### src/rtl/button_speed_select.sv
// Debounces five push-buttons and turns debounced rising edges into a sticky
// one-hot speed selection with a change strobe.

module button_speed_select_lane #(
  parameter int DEBOUNCE_CYCLES = 500000
) (
  input  logic clk,
  input  logic rst,
  input  logic raw,
  output logic level,
  output logic rise
);
  localparam int CW    = $clog2(DEBOUNCE_CYCLES + 1);
  localparam int LASTI = (DEBOUNCE_CYCLES >= 2) ? DEBOUNCE_CYCLES - 2 : 0;
  localparam logic [CW-1:0] LAST = CW'(LASTI);

  typedef enum logic [1:0] {
    LOW_STABLE   = 2'b00,
    LOW_PENDING  = 2'b01,
    HIGH_STABLE  = 2'b10,
    HIGH_PENDING = 2'b11
  } state_e;

  logic [1:0]    sync_q;
  state_e        state_q, state_d;
  logic [CW-1:0] cnt_q, cnt_d;
  logic          rise_q, rise_d;
  logic          sync;

  assign sync = sync_q[1];

  always_ff @(posedge clk or posedge rst) begin
    if (rst) begin
      sync_q  <= '0;
      state_q <= LOW_STABLE;
      cnt_q   <= '0;
      rise_q  <= 1'b0;
    end else begin
      sync_q  <= {sync_q[0], raw};
      state_q <= state_d;
      cnt_q   <= cnt_d;
      rise_q  <= rise_d;
    end
  end

  // The cycle that leaves *_STABLE is the first of the DEBOUNCE_CYCLES stable
  // samples, so PENDING accepts once its count reaches DEBOUNCE_CYCLES-2.
  always_comb begin
    state_d = state_q;
    cnt_d   = cnt_q;
    case (state_q)
      LOW_STABLE: if (sync) begin
        cnt_d   = '0;
        state_d = (DEBOUNCE_CYCLES == 1) ? HIGH_STABLE : LOW_PENDING;
      end
      LOW_PENDING: begin
        if (!sync) begin
          state_d = LOW_STABLE;
          cnt_d   = '0;
        end else if (cnt_q == LAST) begin
          state_d = HIGH_STABLE;
          cnt_d   = '0;
        end else if (cnt_q != '1) begin
          cnt_d = cnt_q + 1'b1;
        end
      end
      HIGH_STABLE: if (!sync) begin
        cnt_d   = '0;
        state_d = (DEBOUNCE_CYCLES == 1) ? LOW_STABLE : HIGH_PENDING;
      end
      HIGH_PENDING: begin
        if (sync) begin
          state_d = HIGH_STABLE;
          cnt_d   = '0;
        end else if (cnt_q == LAST) begin
          state_d = LOW_STABLE;
          cnt_d   = '0;
        end else if (cnt_q != '1) begin
          cnt_d = cnt_q + 1'b1;
        end
      end
      default: begin
        state_d = LOW_STABLE;
        cnt_d   = '0;
      end
    endcase
    rise_d = !state_q[1] && (state_d == HIGH_STABLE);
  end

  assign level = state_q[1];
  assign rise  = rise_q;
endmodule

module button_speed_select #(
  parameter int DEBOUNCE_CYCLES = 500000
) (
  input  logic       clk,
  input  logic       rst,
  input  logic [4:0] btn_raw,
  output logic [4:0] btn_level,
  output logic [4:0] btn_rise,
  output logic [4:0] speed_sel,
  output logic       sel_changed
);
  localparam int NUM_LANES = 5;

  logic [NUM_LANES-1:0] pick;
  logic [NUM_LANES-1:0] sel_q;
  logic                 chg_q;

  button_speed_select_lane #(.DEBOUNCE_CYCLES(DEBOUNCE_CYCLES)) u_lane [NUM_LANES-1:0] (
    .clk  (clk),
    .rst  (rst),
    .raw  (btn_raw),
    .level(btn_level),
    .rise (btn_rise)
  );

  // Isolate the lowest set bit so simultaneous presses resolve to the lowest index.
  assign pick = btn_rise & (~btn_rise + 5'd1);

  always_ff @(posedge clk or posedge rst) begin
    if (rst) begin
      sel_q <= 5'b00001;
      chg_q <= 1'b0;
    end else begin
      chg_q <= 1'b0;
      if (|btn_rise) begin
        sel_q <= pick;
        chg_q <= (pick != sel_q);
      end
    end
  end

  assign speed_sel   = sel_q;
  assign sel_changed = chg_q;
endmodule

### config.mk
export PLATFORM = sky130hd
export DESIGN_NAME = button_speed_select
export DESIGN_NICKNAME = d
export VERILOG_FILES = /design/src/rtl/button_speed_select.sv
export SDC_FILE = /design/constraint.sdc
export NUM_CORES = 1
export LEC_CHECK = 0
export CORE_MARGIN = 2
export CORE_UTILIZATION = 27
export DETAILED_ROUTE_END_ITERATION = 16
export PLACE_DENSITY_LB_ADDON = 0.08
export SYNTH_ARGS = -nofsm -noshare
export SYNTH_HDL_FRONTEND = slang
export SYNTH_SLANG_ARGS = --single-unit
### constraint.sdc
create_clock -name clk -period 10.6 [get_ports clk]
set_input_delay 1.59 -clock clk [delete_from_list [all_inputs] [get_ports clk]]
set_output_delay 1.59 -clock clk [all_outputs]
set_load 0.02 [all_outputs]
==> results.tsv <==
metric	value	unit
run status	finished, final reports clean	
Min Clock Period, post-route	3.21	ns
mux share of post-synthesis cell area	0.934	%
die width	166	µm
Net Count, Synth	807	
fillers	2625	
Synth Area in XOR/XNOR	0.740	%
largest net degree at the start of global routing	73	
Buffers on Ports	22	
largest family of logic cells by synthesized area	simple AND/OR/NAND/NOR gates	
initial antenna violation count	0	
Global Route Usage Sum	13.5	%
number of H-tree levels	4	
crit share post-route	30.2	%
Post-CTS Setup Inserts	0	
Ys Warns	0	
Mapped Area	7100	µm²
Hold Crit Class	flip-flop to flip-flop	
Chip Height	166	µm
routed len/inst	16.2	µm
Worst setup SP type	flip-flop	
number of global-route vias before repair	6035	
DR vias	6239	
Buf+Inv Stages, Crit Path	1	
sequential share of the synthesized area	44.4	%
fraction of layout cells with a size suffix above 1	7.67	%
final hold viol count	0	
setup TNS	0	ns
Crit Path Max Fanout	7	
Area growth, synth to finish	15.7	%
Power Density	151	nW/µm²
Finished Layout Cells	1143	
Root Buffer	clkbuf_16	
critical path's top delay family	buffers and inverters	
post-CTS sizing	0	
fin util	31.7	%
Worst-Margin Slew	1.18	ns
Synth Area in Compound Gates	22.5	%
GP Congestion	0.800	
HPWL Detailed	12.7	mm
Cell Rows	59	
simple-gate share of the synthesized area	24.5	%
Worst Path Class, Setup	flip-flop to output pin	
Max rail drop VDD	0.0746	mV
remaining global-route overflow	0	
Post-synth EDFFs	0	
number of remaining DRC errors	0	
register bit total from synthesis	126	
hold_buf cts	0	
Initial Utilization	27.4	%
Clock Path Buffers	2	
critical-path cell list	clkdlybuf4s50_1	
clk_lat worst skew	0.42	ns
post-synthesis adder-cell area fraction	1.76	%
DR pass1 iterations	6	
initial drt markers	473	
Max Slew Vio Count	0	
achievable frequency	312	MHz
worst rel slew slack	20.3	%
CP arrival	1.62	ns
Post-synth top flop	dfrtp_1	
net count of the finished layout	812	
RSZ-0062 raised after global routing	no	
number of diodes	0	
core area	25900	µm²
first-pass GRT wire length	30.9	mm
Synth Area per Inst	8.99	µm²
placed inst area	7540	µm²
dpl cells	1111	
Largest stage delay, worst path	0.68	ns
asr flop ratio synth	100	%
Top Ports	23	
Avg Vias per Cell	5.46	
Routed WL	18.5	mm
TritonCTS clock tree	done	
Clock transition at path regs	0.06	ns
clock sinks	126	
number of distinct library cells after synthesis	71	
final instance area	8220	µm²
Mapped Cells	790	
Worst Path Required	9.01	ns
die area	27600	µm²
Setup-failing EPs final	0	
Worst Skew	0.0112	ns
number of max-cap violations	0	
CP Capture Type	output pin	
CTS buffer count	17	
Antenna Nets Post-Route	0	
critical path's slowest cell	clkdlybuf4s50_1	
Pleak	3.19	nW
==> final cells by class <==
cell class	count	area (µm²)	area share [%]
repair buffers	26	250	3.05
inverters	33	129	1.57
well taps	335	419	5.10
clock inverters	11	210	2.56
clock buffers	21	470	5.73
multi-input cells	591	3580	43.6
flip-flops and latches	126	3150	38.4
==> cells in the mapped netlist, drive strengths merged, types with 6 or more instances <==
cell type | number | share of area (%)
and3 | 17 | 1.5
a41oi | 16 | 2.0
nor3 | 27 | 1.9
or4 | 10 | 1.1
a21o | 8 | 0.85
or3 | 11 | 0.97
xor2 | 6 | 0.74
clkbuf | 13 | 0.69
ha | 10 | 1.8
o22ai | 6 | 0.53
a21oi | 54 | 3.9
dfrtp | 125 | 44
o211ai | 17 | 1.8
nand2 | 72 | 3.8
nor2 | 49 | 2.6
a31oi | 44 | 3.9
and4 | 7 | 0.86
or2 | 8 | 0.70
buf | 27 | 2.7
nand4 | 21 | 1.8
nor4b | 6 | 0.74
nand3 | 54 | 3.8
and2 | 10 | 0.88
inv | 33 | 1.7
nor4 | 12 | 1.3
o21ai | 51 | 3.6
==> final timing paths <==
path | startpoint | to | slack, ns | cells after the start
hold / removal | u_lane[0].sync_q[0] | u_lane[0].sync_q[1] | 0.35 | 0
hold reg to reg | u_lane[0].sync_q[0] | u_lane[0].sync_q[1] | 0.35 | 0
min in group asynchronous | rst | u_lane[3].sync_q[0] | 1.62 | 2
setup reg to reg | u_lane[4].cnt_q[1] | u_lane[4].cnt_q[6] | 7.91 | 6
max in group asynchronous | rst | u_lane[1].cnt_q[4] | 7.68 | 3
setup / recovery | u_lane[1].rise | btn_rise[1] | 7.39 | 1
==> metal layers <==
layer | share of wire [%] | wire, µm | vias to the layer above | GRT usage (%)
met5 | 0 | 0 | - | 0
met1 | 51 | 9380 | 3057 | 18.9
li1 | - | - | 3030 | -
met2 | 45 | 8260 | 136 | 20.9
met4 | 1.1 | 201 | 0 | 4.08
met3 | 3.8 | 705 | 16 | 3.12
==> state kept, by name, summed over array words and instances (netlist names) <==
signal          flops
sel_changed         1
u_lane.sync_q      10
speed_sel           5
u_lane.rise         5
u_lane.cnt_q       95
u_lane.state_q     10
==> stage by stage <==
| step | total power, mW | setup slack, ns | hold WS, ns |
|---|---|---|---|
| 6_report | 1.24 | 7.39 | 0.349 |
| 5_1_grt | 1.29 | 7.32 | 0.363 |
| 4_1_cts | 1.26 | 7.35 | 0.351 |
| 3_5_place_dp | 0.571 | 7.09 | 0.335 |
| 3_3_place_gp | 0.569 | 7.13 | 0.334 |
| 2_1_floorplan | 0.553 | 5.66 | 0.331 |
==> power breakdown <==
part	internal [mW]	leakage, nW	switching (mW)
registers	0.491	1.71	0.0112
clock network	0.459	0.329	0.220
logic	0.0180	1.15	0.0410
==> cells in the final DEF (no fill, tap or decap), types with 15 or more instances in the layout <==
| cell type | Yosys | layout |
|---|---|---|
| o211ai_1 | 17 | 17 |
| nand2_1 | 72 | 72 |
| o21ai_0 | 50 | 50 |
| a31oi_1 | 44 | 44 |
| a21oi_1 | 53 | 53 |
| clkdlybuf4s50_1 | 0 | 22 |
| nand4_1 | 21 | 21 |
| a41oi_1 | 16 | 16 |
| inv_1 | 33 | 32 |
| dfrtp_1 | 125 | 125 |
| nor3_1 | 27 | 27 |
| clkbuf_16 | 0 | 17 |
| nand3_1 | 54 | 54 |
| nor2_1 | 49 | 49 |
| and3_1 | 15 | 15 |
==> cell families after synthesis <==
logic type               Yosys count
AND/OR/NAND/NOR                  324
flip-flops                       126
buffers and inverters             73
AO/OA/AOI/OAI                    245
adder cells (fa/ha/maj)           10
multiplexers                       6
XOR/XNOR                           6
Power figures use the tool's default switching activity.
